### src/rtl/cache_pkg.sv
// +------------------------------------------------------------------------+
// | cache_pkg                                                              |
// | Address geometry shared by the cache tag controller and the cache FSM. |
// | Revision: 1.0                                                          |
// +------------------------------------------------------------------------+
`default_nettype none

package cache_pkg;

  localparam int C_TAG_W    = 8;
  localparam int C_INDEX_W  = 4;
  localparam int C_OFFSET_W = 4;
  localparam int C_ADDR_W   = C_TAG_W + C_INDEX_W + C_OFFSET_W;

  // Field extractors for a default-geometry address {tag, index, offset}.
  function automatic logic [C_TAG_W-1:0] addr_tag(input logic [C_ADDR_W-1:0] addr);
    return addr[C_ADDR_W-1 -: C_TAG_W];
  endfunction

  function automatic logic [C_INDEX_W-1:0] addr_index(input logic [C_ADDR_W-1:0] addr);
    return addr[C_OFFSET_W +: C_INDEX_W];
  endfunction

  function automatic logic [C_OFFSET_W-1:0] addr_offset(input logic [C_ADDR_W-1:0] addr);
    return addr[C_OFFSET_W-1:0];
  endfunction

endpackage

`default_nettype wire

### src/rtl/cache_line_status.sv
// +------------------------------------------------------------------------+
// | cache_line_status                                                      |
// | Per-line tag/valid/dirty store with FSM-driven updates on one index.   |
// | Revision: 1.0                                                          |
// +------------------------------------------------------------------------+
`default_nettype none

module cache_line_status
  import cache_pkg::*;
#(
  parameter int TAG_W   = C_TAG_W,
  parameter int INDEX_W = C_INDEX_W
) (
  input  logic               clk,
  input  logic               rst,
  input  logic               busy,
  input  logic [INDEX_W-1:0] idx,
  input  logic [TAG_W-1:0]   tag_wr,
  input  logic               valid,
  input  logic               dirty,
  input  logic               wr_rd_sdram,
  output logic [TAG_W-1:0]   rd_tag,
  output logic               rd_valid,
  output logic               rd_dirty
);

  localparam int LINES = 1 << INDEX_W;

  logic [TAG_W-1:0] r_tag_mem [LINES];
  logic [LINES-1:0] r_valid_mem;
  logic [LINES-1:0] r_dirty_mem;

  for (genvar i = 0; i < LINES; i++) begin : g_line
    logic w_sel;
    assign w_sel = busy && (idx == INDEX_W'(i));

    // A completed write-back wins over any fill/dirty strobe in the same cycle.
    always_ff @(posedge clk or posedge rst) begin
      if (rst) begin
        r_tag_mem[i]   <= '0;
        r_valid_mem[i] <= 1'b0;
        r_dirty_mem[i] <= 1'b0;
      end else if (w_sel) begin
        if (wr_rd_sdram) begin
          r_valid_mem[i] <= 1'b0;
          r_dirty_mem[i] <= 1'b0;
        end else begin
          if (valid) begin
            r_tag_mem[i]   <= tag_wr;
            r_valid_mem[i] <= 1'b1;
          end
          if (dirty) begin
            r_dirty_mem[i] <= 1'b1;
          end
        end
      end
    end
  end

  assign rd_tag   = r_tag_mem[idx];
  assign rd_valid = r_valid_mem[idx];
  assign rd_dirty = r_dirty_mem[idx];

endmodule

`default_nettype wire

### src/rtl/cache_tag_ctrl.sv
// +------------------------------------------------------------------------+
// | cache_tag_ctrl                                                         |
// | CPU request capture, hit/write-back detection and SRAM/SDRAM addresses.|
// | Revision: 1.0                                                          |
// +------------------------------------------------------------------------+
`default_nettype none

module cache_tag_ctrl
  import cache_pkg::*;
#(
  parameter int TAG_W    = C_TAG_W,
  parameter int INDEX_W  = C_INDEX_W,
  parameter int OFFSET_W = C_OFFSET_W
) (
  input  logic                              clk,
  input  logic                              rst,
  input  logic                              cs_cpu,
  input  logic                              wr_rd_cpu,
  input  logic [TAG_W+INDEX_W+OFFSET_W-1:0] addr_cpu,
  input  logic                              rdy,
  input  logic                              dirty,
  input  logic                              valid,
  input  logic                              wr_rd_sdram,
  input  logic [OFFSET_W-1:0]               addr_offset_counter,
  output logic                              busy,
  output logic                              wr_rd_cpu_q,
  output logic                              hit,
  output logic                              line_dirty,
  output logic                              wb_pending,
  output logic [INDEX_W+OFFSET_W-1:0]       addr_sram,
  output logic [TAG_W+INDEX_W+OFFSET_W-1:0] addr_sdram
);

  localparam int ADDR_W = TAG_W + INDEX_W + OFFSET_W;

  logic                r_busy;
  logic                r_wr_rd_cpu_q;
  logic [TAG_W-1:0]    r_tag_q;
  logic [INDEX_W-1:0]  r_idx_q;
  logic [OFFSET_W-1:0] r_off_q;

  logic [TAG_W-1:0]    w_rd_tag;
  logic                w_rd_valid;
  logic                w_rd_dirty;
  logic                w_match;
  logic                w_wb_pending;
  logic [OFFSET_W-1:0] w_burst_off;

  // Only one request is tracked; a strobe coinciding with rdy is left for the CPU to retry.
  always_ff @(posedge clk or posedge rst) begin
    if (rst) begin
      r_busy        <= 1'b0;
      r_wr_rd_cpu_q <= 1'b0;
      r_tag_q       <= '0;
      r_idx_q       <= '0;
      r_off_q       <= '0;
    end else if (r_busy) begin
      if (rdy) begin
        r_busy <= 1'b0;
      end
    end else if (cs_cpu) begin
      r_busy        <= 1'b1;
      r_wr_rd_cpu_q <= wr_rd_cpu;
      r_tag_q       <= addr_cpu[ADDR_W-1 -: TAG_W];
      r_idx_q       <= addr_cpu[OFFSET_W +: INDEX_W];
      r_off_q       <= addr_cpu[OFFSET_W-1:0];
    end
  end

  cache_line_status #(
    .TAG_W   (TAG_W),
    .INDEX_W (INDEX_W)
  ) u_line_status (
    .clk         (clk),
    .rst         (rst),
    .busy        (r_busy),
    .idx         (r_idx_q),
    .tag_wr      (r_tag_q),
    .valid       (valid),
    .dirty       (dirty),
    .wr_rd_sdram (wr_rd_sdram),
    .rd_tag      (w_rd_tag),
    .rd_valid    (w_rd_valid),
    .rd_dirty    (w_rd_dirty)
  );

  assign w_match      = w_rd_valid && (w_rd_tag == r_tag_q);
  assign w_wb_pending = r_busy && w_rd_valid && w_rd_dirty && !w_match;
  // Idle memory address reads as zero so a reset mid-burst leaves nothing on the bus.
  assign w_burst_off  = r_busy ? addr_offset_counter : '0;

  assign busy        = r_busy;
  assign wr_rd_cpu_q = r_wr_rd_cpu_q;
  assign hit         = r_busy && w_match;
  assign line_dirty  = r_busy && w_rd_dirty;
  assign wb_pending  = w_wb_pending;
  assign addr_sram   = {r_idx_q, (r_busy && !w_match) ? addr_offset_counter : r_off_q};
  assign addr_sdram  = {(w_wb_pending ? w_rd_tag : r_tag_q), r_idx_q, w_burst_off};

endmodule

`default_nettype wire

### config.mk
export PLATFORM = sky130hd
export DESIGN_NAME = cache_tag_ctrl
export DESIGN_NICKNAME = d
export VERILOG_FILES = /design/src/rtl/cache_pkg.sv /design/src/rtl/cache_line_status.sv /design/src/rtl/cache_tag_ctrl.sv
export SDC_FILE = /design/constraint.sdc
export NUM_CORES = 1
export LEC_CHECK = 0
export BUFFER_PORTS_ARGS = -buffer_cell sky130_fd_sc_hd__buf_2
export CORE_MARGIN = 3
export CORE_UTILIZATION = 61
export DETAILED_ROUTE_END_ITERATION = 8
export PLACE_DENSITY = 0.77
export REMOVE_ABC_BUFFERS = 1
export SLEW_MARGIN = 15
export SYNTH_ARGS = -nofsm -noshare
export SYNTH_HDL_FRONTEND = slang
export SYNTH_SLANG_ARGS = --single-unit
### constraint.sdc
create_clock -name clk -period 7.5 [get_ports clk]
set_input_delay 1.125 -clock clk [delete_from_list [all_inputs] [get_ports clk]]
set_output_delay 1.125 -clock clk [all_outputs]
set_load 0.01 [all_outputs]
==> load_flow_metrics.sql, run 1 <==
INSERT INTO impl_metrics (metric_group, metric, value, unit) VALUES
('outcome', 'status', 'completed', ''),
('drt', 'totalWireLength', '19100', 'µm'),
('drt', 'route.vias.total', '5175', ''),
('worst_setup_path', 'r2r.worst_path.cells', '4', ''),
('min_path', 'holdCritStartpoint', 'u_line_status.r_tag_mem[21]$_DFFE_PP0P_', ''),
('synthesis', 'synth.avg_cell_area', '14.1', 'µm²'),
('power', 'seqPwrFrac', '0.455', ''),
('clocking', 'clock_sinks', '178', ''),
('sta', 'timing.final.hold_violations', '0', ''),
('clocking', 'cts.root.buffer_cell', 'clkbuf_16', ''),
('grt', 'global_route_met2_usage', '0.446', ''),
('min_path', 'whs_path_depth', '1', ''),
('worst_setup_path', 'timing.critical_path.fanout_max', '25', ''),
('drt', 'wire_per_inst', '23.2', 'µm'),
('synthesis', 'synthTopCellsByArea', 'dfrtp_1 53%, mux2_2 20%, mux4_2 11%, a21oi_1 3.8%, mux2i_1 2.4%', ''),
('sta', 'postLayoutSetupSlackWorst', '1960', 'ps'),
('grt', 'grt_max_degree', '122', ''),
('clocking', 'cts-root-to-sink-buffers', '2', ''),
('worst_setup_path', 'kind_of_end_point_of_the_critical_path', 'output port', ''),
('sta', 'worst_hold_slack', '503', 'ps'),
('worst_setup_path', 'timing.critical_path.required', '6380', 'ps'),
('floorplanning', 'die_width', '123', 'µm'),
('synthesis', 'area_leader_netlist', 'dfrtp_1', ''),
('clocking', 'tritoncts', 'done', ''),
('sta', 'clock.fmax', '0.180', 'GHz'),
('worst_setup_path', 'r2r_start', 'r_idx_q[2]$_DFFE_PP0P_', ''),
('grt', 'grt.met3_usage', '0.0622', ''),
('grt', 'gr-max-usage-layer', 'met2', ''),
('finish', 'post_route_cells_drive_above_1_share', '0.472', ''),
('grt', 'overall_overflow_remaining_after_global_route', '0', ''),
('power', 'irDropWorstVdd', '206', 'µV'),
('synthesis', 'yosys_register_bits', '178', ''),
('floorplanning', 'area_of_the_die', '15200', 'µm²'),
('sta', 'finalSetupViolCount', '0', ''),
('power', 'power_frac_clock', '0.267', ''),
('clocking', 'cts_setup_buffers', '0', ''),
('drt', 'detail_route.drc_violations', '0', ''),
('flow_run', 'maxCapViolCount', '0', ''),
('finish', 'syn_to_layout_area_delta', '12.0', '%'),
('finish', 'post-route-util', '0.705', ''),
('worst_setup_path', 'timing.setup.critical_path_class', 'flop to output port', ''),
('power', 'power_switching', '1.05', 'mW'),
('grt', 'grt_use_met1', '0.365', ''),
('synthesis', 'top_cell_type_s_share_of_synthesized_area', '0.531', ''),
('drt', 'antenna_left', '0', ''),
('worst_setup_path', 'cp.arrival', '4420', 'ps'),
('floorplanning', 'floorplan.initialDensity', '0.629', ''),
('worst_setup_path', 'r2r_end', 'u_line_status.r_tag_mem[29]$_DFFE_PP0P_', ''),
('worst_setup_path', 'timing.reg2reg.setup_slack', '4140', 'ps'),
('floorplanning', 'ioPinCount', '57', ''),
('clocking', 'worst_setup_hold_path_clk_slew', '60', 'ps'),
('grt', 'vias_in_the_first_global_route', '5449', ''),
('sta', 'grt_setup_unrepaired', 'no', ''),
('synthesis', 'yosysWarningCount', '0', ''),
('power', 'power.switching_fraction', '0.303', ''),
('placed_design', 'post-dp-hpwl', '12100', 'µm'),
('sta', 'final.period_utilization', '0.739', ''),
('floorplanning', 'fp-row-count', '42', ''),
('clocking', 'ctsHoldBuffers', '0', ''),
('power', 'powerDensity', '369', 'nW/µm²'),
('clocking', 'clock_latency', '440', 'ps'),
('sta', 'skew', '9.56', 'ps'),
('sta', 'tightestPinTransition', '1120', 'ps'),
('placed_design', 'port_buffer_count', '56', ''),
('min_path', 'whs_endpoint', 'u_line_status.r_tag_mem[21]$_DFFE_PP0P_', ''),
('sta', 'worst_slew_margin_rel', '0.252', ''),
('drt', 'drt_iter0_markers', '484', ''),
('sta', 'final-max-slew-violation-count', '0', ''),
('finish', 'design.final.nets', '659', ''),
('synthesis', 'syn-cell-area', '8390', 'µm²'),
('grt', 'global_route_wire_length_before_repair', '30300', 'µm');
-- layout by cell type, fill, tap and decap left out, types with 4 or more instances in the layout --
cell,Yosys,layout
dfrtp_1,178,176
mux2_2,151,151
a21oi_1,64,64
buf_2,4,56
mux4_2,41,41
mux2i_1,20,20
clkbuf_16,0,17
nor2_1,14,14
buf_4,7,11
nand2_1,10,10
nor3_1,10,8
xnor2_1,7,7
nor3_2,3,5
a22o_1,5,5
and2_1,5,5
nand2b_1,4,4
inv_1,5,4
-- through the flow --
step	std cells	power, mW	instance area (µm²)
final	820	3.47	9400
after CTS	819	3.48	9380
after floorplan	544	2.24	8150
after global placement	787	2.47	8750
after detailed placement	787	2.54	8750
after global routing	820	3.65	9400
-- worst max-delay path by stage --
stage,startpoint,end,slack (ps),cells past startpoint
global route,r_idx_q[0]$_DFFE_PP0P_,addr_sram[1],1670,9
finish,r_idx_q[0]$_DFFE_PP0P_,addr_sram[1],1960,9
global placement,r_idx_q[0]$_DFFE_PP0P_,addr_sram[1],2540,9
detailed placement,r_idx_q[0]$_DFFE_PP0P_,addr_sram[1],2440,9
CTS,r_idx_q[0]$_DFFE_PP0P_,addr_sram[1],1960,9
floorplan,rst,busy$_DFF_PP0_,1540,1
-- cell type report --
class,count,area [µm²]
inverters,6,27.5
fillers,941,3940
flip-flops and latches,178,4460
well taps,176,220
clock buffers,21,470
multi-input cells,360,3690
repair buffers,68,390
clock inverters,11,151
-- cell usage after synthesis, drive strengths merged --
cell and instances:
and2 5, o22ai 1, nor2 14, mux4 41, nand4 1, mux2 151, a211oi 1, nor3 13
nor4 4, xnor2 7, nor2b 3, nand3 3, inv 5, o21a 3, o21bai 1, dfrtp 178
a22o 5, a21oi 64, clkbuf 27, o21ai 3, or3 3, nand2 10, o31ai 2, a221oi 1
clkinv 1, buf 23, mux2i 20, nand2b 4
-- sequential cells by signal, indices dropped and copies added (netlist names) --
name                       flops
r_idx_q                        4
wr_rd_cpu_q                    1
u_line_status.r_tag_mem      128
busy                           1
u_line_status.r_valid_mem     16
r_tag_q                        8
u_line_status.r_dirty_mem     16
r_off_q                        4
-- power groups by stage --
stage,combinational [mW],clock [mW],sequential [mW]
after floorplan,0.725,0,1.52
after global placement,0.918,0,1.55
after detailed placement,0.962,0,1.58
after CTS,0.969,0.935,1.57
after global routing,1.05,0.981,1.62
final,0.963,0.928,1.58
-- worst max-delay path, cell delays in order, from the launching register on --
cell	delay, ps
dfrtp_2	790
buf_4	550
mux4_2	570
mux2i_1	210
mux2i_1	160
xnor2_1	210
nand4_1	280
o31ai_1	780
a22o_1	270
buf_2	130
-- kinds of logic (layout without fill, tap and decap cells) --
logic type / count (synthesis) / after routing / synth area share
xor+xnor: 7 / 7 / 0.00730
flops: 178 / 178 / 0.531
buf+inv: 56 / 106 / 0.0315
mux: 212 / 212 / 0.336
compound gates: 81 / 81 / 0.0549
simple gates: 60 / 60 / 0.0392
-- per-layer routing --
layer  wire length [µm]  vias to the layer above  share of wire
li1                   -                     2263              -
met1               7730                     2717           0.41
met2               9780                      169           0.51
met3               1220                       26          0.064
met4                320                        0          0.017
met5                  0                        -              0
(Power assumes the default switching activity.)
==> run 2, diff against run 1 <==
- ABC_AREA: default -> 1
- clock period: 7.5 -> 5.4 ns (I/O delays scaled with it)
==> load_flow_metrics.sql, run 2 <==
INSERT INTO impl_metrics (metric_group, metric, value, unit) VALUES
('drt', 'wire_per_inst', '16.7', 'µm'),
('clocking', 'numCtsBuffers', '17', ''),
('drt', 'detail_route.drc_violations', '0', ''),
('drt', 'drt_iter0_markers', '720', ''),
('min_path', 'holdCritStartpoint', 'u_line_status.r_valid_mem[7]$_DFFE_PP0P_', ''),
('sta', 'final.period_utilization', '0.778', ''),
('finish', 'total_of_fill_cells_in_the_finished_design', '1198', ''),
('synthesis', 'area_leader_netlist', 'dfrtp_1', ''),
('worst_setup_path', 'critical_path.top_delay_family', 'simple AND/OR/NAND/NOR gates', ''),
('sta', 'postLayoutSetupSlackWorst', '1200', 'ps'),
('synthesis', 'number_of_flops_mapped_to_enable_cells_by_yosys', '0', ''),
('floorplanning', 'die_width', '124', 'µm'),
('drt', 'met2_length', '10200', 'µm'),
('worst_setup_path', 'critical_path.cell_chain', 'inv_2 -> nor2_4 -> nand2_1 -> nand3_1 -> nand2_1 -> nand2_1 -> nor2_1 -> nand2_1 -> nand2_1 -> nand2_1 -> nor2_1 -> nand3_2 -> nand2_2 -> nand2_1 -> nand2_1 -> buf_2', ''),
('grt', 'grtUsageTotal', '0.302', ''),
('outcome', 'status', 'completed', ''),
('worst_setup_path', 'r2r.worst_path.cells', '7', ''),
('placed_design', 'place_worst_setup_slack', '1710', 'ps'),
('finish', 'biggestRegsByFlops', 'u_line_status.r_tag_mem: 128 flops, u_line_status.r_dirty_mem: 16 flops, u_line_status.r_valid_mem: 16 flops', ''),
('finish', 'post_route_cells_drive_above_1_share', '0.0908', ''),
('clocking', 'cts-root-to-sink-buffers', '2', ''),
('clocking', 'clock_sinks', '178', ''),
('clocking', 'cts.root.buffer_cell', 'clkbuf_16', ''),
('clocking', 'cts_resized', '0', ''),
('synthesis', 'synthesis.instances', '1116', ''),
('worst_setup_path', 'kind_of_end_point_of_the_critical_path', 'output port', ''),
('power', 'leakage', '4.76', 'nW'),
('power', 'powerDensity', '497', 'nW/µm²'),
('drt', 'first_pass_iters', '6', ''),
('worst_setup_path', 'timing.critical_path.required', '4590', 'ps'),
('grt', 'overall_overflow_remaining_after_global_route', '0', ''),
('floorplanning', 'floorplan.die.height', '124', 'µm'),
('worst_setup_path', 'critPathSlowestCell', 'inv_2', ''),
('worst_setup_path', 'path_common_cell', 'nand2_1', ''),
('finish', 'design.final.nets', '1166', ''),
('finish', 'largest_register', 'u_line_status.r_tag_mem', ''),
('floorplanning', 'area_of_the_die', '15400', 'µm²'),
('worst_setup_path', 'critPathLaunchType', 'flop', ''),
('synthesis', 'ys_types', '23', ''),
('finish', 'largest_reg_flops', '128', ''),
('min_path', 'whs_path_depth', '2', ''),
('synthesis', 'post-synth-top-count-cell', 'nand2_1', ''),
('worst_setup_path', 'path_buf_inv', '2', ''),
('sta', 'tightestPinTransition', '1070', 'ps'),
('clocking', 'tritoncts', 'done', ''),
('worst_setup_path', 'r2r_end', 'u_line_status.r_tag_mem[44]$_DFFE_PP0P_', ''),
('floorplanning', 'ioPinCount', '57', ''),
('synthesis', 'synthTopCellsByArea', 'dfrtp_1 52%, nand2_1 23%, o21ai_0 9.5%, nor2_1 2.3%, inv_1 2.0%', ''),
('drt', 'wl_met3', '1590', 'µm'),
('finish', 'antennaDiodeCount', '0', ''),
('worst_setup_path', 'critical-path-max-stage-delay', '640', 'ps'),
('flow_run', 'maxCapViolCount', '0', ''),
('min_path', 'whs_endpoint', 'u_line_status.r_valid_mem[7]$_DFFE_PP0P_', ''),
('placed_design', 'post-dp-hpwl', '14100', 'µm'),
('synthesis', 'postSynth.topFlopCell', 'dfrtp_1', ''),
('grt', 'antenna_found_initial', '0', ''),
('synthesis', 'synth.avg_cell_area', '7.62', 'µm²'),
('sta', 'worst_slew_margin_rel', '0.286', ''),
('finish', 'syn_to_layout_area_delta', '8.46', '%'),
('floorplanning', 'fp-row-count', '42', ''),
('worst_setup_path', 'timing.setup.critical_path_class', 'flop to output port', ''),
('synthesis', 'synth-async-reset-ratio', '1.00', ''),
('worst_setup_path', 'timing.reg2reg.setup_slack', '2630', 'ps'),
('worst_setup_path', 'timing.critical_path.fanout_max', '45', ''),
('grt', 'global_route_wire_length_before_repair', '35300', 'µm'),
('sta', 'finalSetupViolCount', '0', ''),
('grt', 'vias_in_the_first_global_route', '6985', ''),
('drt', 'wl_met1', '9500', 'µm'),
('placed_design', 'port_buffer_count', '56', ''),
('clocking', 'clock_latency', '430', 'ps'),
('finish', 'layout.cells.most_common', 'nand2_1', ''),
('grt', 'grt_max_degree', '114', ''),
('finish', 'layout.cells.most_common_list', '515 x nand2_1, 177 x dfrtp_1, 161 x o21ai_0', ''),
('sta', 'final-max-slew-violation-count', '0', ''),
('clocking', 'ctsHoldBuffers', '0', ''),
('synthesis', 'yosysWarningCount', '0', ''),
('sta', 'skew', '6.37', 'ps'),
('worst_setup_path', 'r2r_start', 'r_idx_q[0]$_DFFE_PP0P_', ''),
('synthesis', 'synth_common_cells', '515 x nand2_1, 178 x dfrtp_1, 161 x o21ai_0, 52 x nor2_1, 45 x inv_1', ''),
('clocking', 'worst_setup_hold_path_clk_slew', '60', 'ps'),
('drt', 'detail_route.vias_per_cell', '5.66', ''),
('floorplanning', 'floorplan.core_area', '13500', 'µm²'),
('drt', 'highest_layer', 'met4', ''),
('placed_design', 'gp_congestion', '0.963', ''),
('synthesis', 'top_cell_type_s_share_of_synthesized_area', '0.524', ''),
('synthesis', 'syn-cell-area', '8500', 'µm²'),
('sta', 'clock.fmax', '0.238', 'GHz'),
('clocking', 'cts_htree_levels', '4', ''),
('worst_setup_path', 'cp.arrival', '3390', 'ps'),
('clocking', 'cts_setup_buffers', '0', ''),
('sta', 'worst_hold_slack', '483', 'ps'),
('synthesis', 'ys_seq_area_frac', '0.524', ''),
('drt', 'route.vias.total', '7486', ''),
('synthesis', 'yosys_register_bits', '178', ''),
('sta', 'min_period', '4200', 'ps'),
('floorplanning', 'floorplan.initialDensity', '0.632', ''),
('min_path', 'worstHoldPathType', 'flop to flop', ''),
('drt', 'totalWireLength', '22000', 'µm'),
('sta', 'grt_setup_unrepaired', 'no', ''),
('power', 'irDropWorstVdd', '271', 'µV'),
('sta', 'timing.final.hold_violations', '0', ''),
('drt', 'antenna_left', '0', '');
[run 2: changes by cell type in the layout (fill, tap and decap cells not counted), sizes merged, moves of 32 or more]
cell / change
inv: +42
nand2: +507
nor2: +43
mux4: -41
mux2: -145
a21oi: -32
o21ai: +161
[run 2: area by class of cell]
type,instances,area [µm²],area share
inverters,52,200,0.0217
flip-flops and latches,178,4460,0.483
clock inverters,6,63.8,0.00692
clock buffers,21,440,0.0478
multi-input cells,828,3520,0.382
repair buffers,61,318,0.0345
well taps,176,220,0.0239
[run 2: power by group]
group	internal, mW	leakage, nW	total, mW	switching (mW)
registers	1.83	2.30	2.12	0.285
logic	0.470	2.22	1.36	0.890
clock network	0.619	0.241	1.10	0.484
[run 2: per-layer routing]
metal,vias to the layer above,global-route usage
li1,3585,-
met1,3525,0.409
met2,323,0.478
met3,53,0.0627
met4,0,0.123
met5,-,0
[run 2: worst max-delay path by stage]
stage | startpoint | end | slack [ps] | cells after the start
floorplan | rst | busy$_DFF_PP0_ | -240 | 1
global placement | r_idx_q[0]$_DFFE_PP0P_ | addr_sdram[8] | 1870 | 16
detailed placement | r_idx_q[0]$_DFFE_PP0P_ | addr_sdram[11] | 1710 | 16
CTS | r_idx_q[0]$_DFFE_PP0P_ | addr_sdram[11] | 1240 | 16
global route | r_idx_q[0]$_DFFE_PP0P_ | addr_sdram[11] | 970 | 16
finish | r_idx_q[0]$_DFFE_PP0P_ | addr_sdram[11] | 1200 | 16
[run 2: worst register-to-register path: stages, from the launching register on]
cell and delay (ps):
dfrtp_2 400, inv_2 640, nand2_1 370, nor2_1 180, inv_1 160, nor2_1 160
nand2_1 390, o21ai_0 370
[run 2: through the flow]
step	std cells	power [mW]	area (µm²)	setup TNS, ps	utilization
after global placement	1295	3.42	8710	0	0.648
after CTS	1322	4.57	9220	0	0.685
after detailed placement	1295	3.47	8710	0	0.648
after global routing	1322	4.91	9220	0	0.685
final	1322	4.58	9220	0	0.685
after floorplan	1058	3.02	8170	-42770	-
[run 2: cell families (layout without fill, tap and decap cells)]
kind of cell,Yosys count,after routing,share of synthesized area
AO/OA/AOI/OAI,200,200,0.118
buffers and inverters,110,140,0.0617
flip-flops,178,178,0.524
multiplexers,7,7,0.00913
AND/OR/NAND/NOR,621,621,0.287
==> run 3, diff against run 2 <==
- clock period: 5.4 -> 4.05 ns (I/O delays scaled with it)
==> load_flow_metrics.sql, run 3 (synthesized netlist as in run 2, its figures left out) <==
INSERT INTO impl_metrics (metric_group, metric, value, unit) VALUES
('sta', 'timing.final.hold_violations', '0', ''),
('worst_setup_path', 'timing.setup.critical_path_class', 'flop to output port', ''),
('worst_setup_path', 'cp.arrival', '3130', 'ps'),
('grt', 'vias_in_the_first_global_route', '7016', ''),
('worst_setup_path', 'r2r_start', 'r_idx_q[1]$_DFFE_PP0P_', ''),
('finish', 'layout.cells.most_common_list', '515 x nand2_1, 177 x dfrtp_1, 161 x o21ai_0', ''),
('grt', 'grt_max_degree', '95', ''),
('finish', 'finalNonFillerCells', '1333', ''),
('drt', 'drt_iter0_markers', '789', ''),
('finish', 'biggestRegsByFlops', 'u_line_status.r_tag_mem: 128 flops, u_line_status.r_dirty_mem: 16 flops, u_line_status.r_valid_mem: 16 flops', ''),
('finish', 'post_route_cells_drive_above_1_share', '0.103', ''),
('sta', 'worst_slew_margin_rel', '0.346', ''),
('floorplanning', 'floorplan.initialDensity', '0.632', ''),
('clocking', 'clock_latency', '440', 'ps'),
('worst_setup_path', 'critical_path.top_delay_family', 'simple AND/OR/NAND/NOR gates', ''),
('drt', 'route.vias.total', '7551', ''),
('worst_setup_path', 'timing.critical_path.fanout_max', '42', ''),
('finish', 'syn_to_layout_area_delta', '10.5', '%'),
('floorplanning', 'die_width', '124', 'µm'),
('floorplanning', 'fp-row-count', '42', ''),
('placed_design', 'port_buffer_count', '56', ''),
('grt', 'global_route_wire_length_before_repair', '35500', 'µm'),
('floorplanning', 'ioPinCount', '57', ''),
('sta', 'finalSetupViolCount', '0', ''),
('sta', 'grt_setup_unrepaired', 'no', ''),
('finish', 'largest_register', 'u_line_status.r_tag_mem', ''),
('finish', 'largest_reg_flops', '128', ''),
('clocking', 'cts-root-to-sink-buffers', '2', ''),
('grt', 'overall_overflow_remaining_after_global_route', '0', ''),
('sta', 'clock.fmax', '0.267', 'GHz'),
('worst_setup_path', 'r2r_end', 'u_line_status.r_tag_mem[28]$_DFFE_PP0P_', ''),
('clocking', 'tritoncts', 'done', ''),
('power', 'leakage', '4.86', 'nW'),
('finish', 'design.final.nets', '1172', ''),
('finish', 'final_design_area_no_fill', '9390', 'µm²'),
('sta', 'min_period', '3740', 'ps'),
('power', 'design_power_total', '6.34', 'mW'),
('worst_setup_path', 'timing.reg2reg.setup_slack', '1470', 'ps'),
('drt', 'detail_route.drc_violations', '0', ''),
('power', 'irDropWorstVdd', '408', 'µV'),
('clocking', 'clock_sinks', '178', ''),
('outcome', 'status', 'completed', ''),
('finish', 'final-seq-area', '4460', 'µm²'),
('worst_setup_path', 'kind_of_end_point_of_the_critical_path', 'output port', ''),
('sta', 'final.period_utilization', '0.923', ''),
('power', 'powerDensity', '675', 'nW/µm²'),
('drt', 'wire_per_inst', '16.7', 'µm'),
('placed_design', 'placed_cells_incl_taps', '1301', ''),
('drt', 'detail_route.vias_per_cell', '5.66', ''),
('clocking', 'worst_setup_hold_path_clk_slew', '70', 'ps'),
('grt', 'grtUsageTotal', '0.304', ''),
('flow_run', 'maxCapViolCount', '0', ''),
('clocking', 'cts.root.buffer_cell', 'clkbuf_16', ''),
('clocking', 'cts_setup_buffers', '0', ''),
('placed_design', 'placedInstanceArea', '8780', 'µm²'),
('sta', 'totalNegativeSetupSlack', '0', 'ps'),
('finish', 'layout.cells.most_common', 'nand2_1', ''),
('worst_setup_path', 'critical_path.cell_chain', 'buf_4 -> nor2_4 -> nand2_1 -> nand4_1 -> nand2_1 -> nand2_1 -> nor2_1 -> nand2_1 -> nand2_1 -> nor2_1 -> nand3_2 -> nand2_2 -> nand2_1 -> nand2_1 -> buf_2', ''),
('worst_setup_path', 'critical-path-max-stage-delay', '480', 'ps'),
('sta', 'tightestPinTransition', '978', 'ps'),
('worst_setup_path', 'critPathSlowestCell', 'nor2_4', ''),
('worst_setup_path', 'path_buf_inv', '2', ''),
('finish', 'multiInputGateArea', '3520', 'µm²'),
('drt', 'totalWireLength', '22200', 'µm'),
('finish', 'antennaDiodeCount', '0', ''),
('floorplanning', 'floorplan.core_area', '13500', 'µm²'),
('clocking', 'ctsHoldBuffers', '0', ''),
('finish', 'total_of_fill_cells_in_the_finished_design', '1146', ''),
('drt', 'first_pass_iters', '5', ''),
('clocking', 'numCtsBuffers', '17', ''),
('sta', 'skew', '9.89', 'ps'),
('drt', 'antenna_left', '0', ''),
('clocking', 'cts_htree_levels', '4', ''),
('floorplanning', 'area_of_the_die', '15400', 'µm²'),
('worst_setup_path', 'critPathLaunchType', 'flop', ''),
('placed_design', 'post-dp-hpwl', '14100', 'µm'),
('finish', 'post-route-util', '0.698', ''),
('grt', 'antenna_found_initial', '0', ''),
('min_path', 'worstHoldPathType', 'input port to asynchronous set/reset pin', ''),
('floorplanning', 'floorplan.die.height', '124', 'µm'),
('worst_setup_path', 'r2r.worst_path.cells', '7', ''),
('placed_design', 'gp_congestion', '0.914', ''),
('sta', 'final-max-slew-violation-count', '0', ''),
('worst_setup_path', 'path_common_cell', 'nand2_1', ''),
('worst_setup_path', 'timing.critical_path.required', '3440', 'ps');
[run 3: cell count changes in the layout (fill, tap and decap cells not counted), sizes merged]
cell / change
bufinv: +1
clkinv: +1
clkbuf: -4
buf: +6
inv: +7
[run 3: area by class of cell]
cell class	instances	area share
clock buffers	17	0.0453
clock inverters	15	0.0185
inverters	52	0.0213
multi-input cells	828	0.375
flip-flops and latches	178	0.475
well taps	176	0.0235
repair buffers	67	0.0417
[run 3: worst register-to-register path: stages (launching register included)]
cell and delay [ps]:
dfrtp_1 400, buf_4 320, nor2_4 490, nand2_1 300, nor2_1 200, nand2_1 430, nand2_1 200, o21ai_0 110
[run 3: repair_timing]
action | CTS | global route
hold endpoints to repair | 0 | 0
resized for setup | 0 | 1
endpoints found under the setup margin | 0 | 12
[run 3: how the worst max path moves through the flow]
| stage | depth (start not counted) | endpoint | slack (ps) | startpoint |
|---|---|---|---|---|
| after CTS | 14 | addr_sdram[10] | 140 | r_idx_q[0]$_DFFE_PP0P_ |
| after global placement | 16 | addr_sdram[11] | 740 | r_idx_q[0]$_DFFE_PP0P_ |
| after floorplan | 1 | busy$_DFF_PP0_ | -1390 | rst |
| after detailed placement | 16 | addr_sdram[10] | 650 | r_idx_q[0]$_DFFE_PP0P_ |
| final | 15 | addr_sdram[10] | 310 | r_idx_q[1]$_DFFE_PP0P_ |
| after global routing | 15 | addr_sdram[12] | 20 | r_idx_q[1]$_DFFE_PP0P_ |
[run 3: where the power goes]
group	switching (mW)	total (mW)	internal (mW)
Combinational	1.19	1.84	0.648
Sequential	0.370	2.81	2.44
Clock	0.751	1.68	0.930
Total	2.32	6.34	4.02
[run 3: per-layer routing]
metal	GRT usage	wire length [µm]	vias up
li1	-	-	3608
met1	0.406	9510	3589
met2	0.491	10500	294
met3	0.0572	1460	60
met4	0.129	770	0
met5	0	0	-
[run 3: stage by stage]
stage | hold slack, ps | worst slack [ps]
floorplan | 441 | -1390
global placement | 455 | 737
detailed placement | 458 | 648
CTS | 352 | 140
global route | 356 | 23.3
finish | 354 | 311
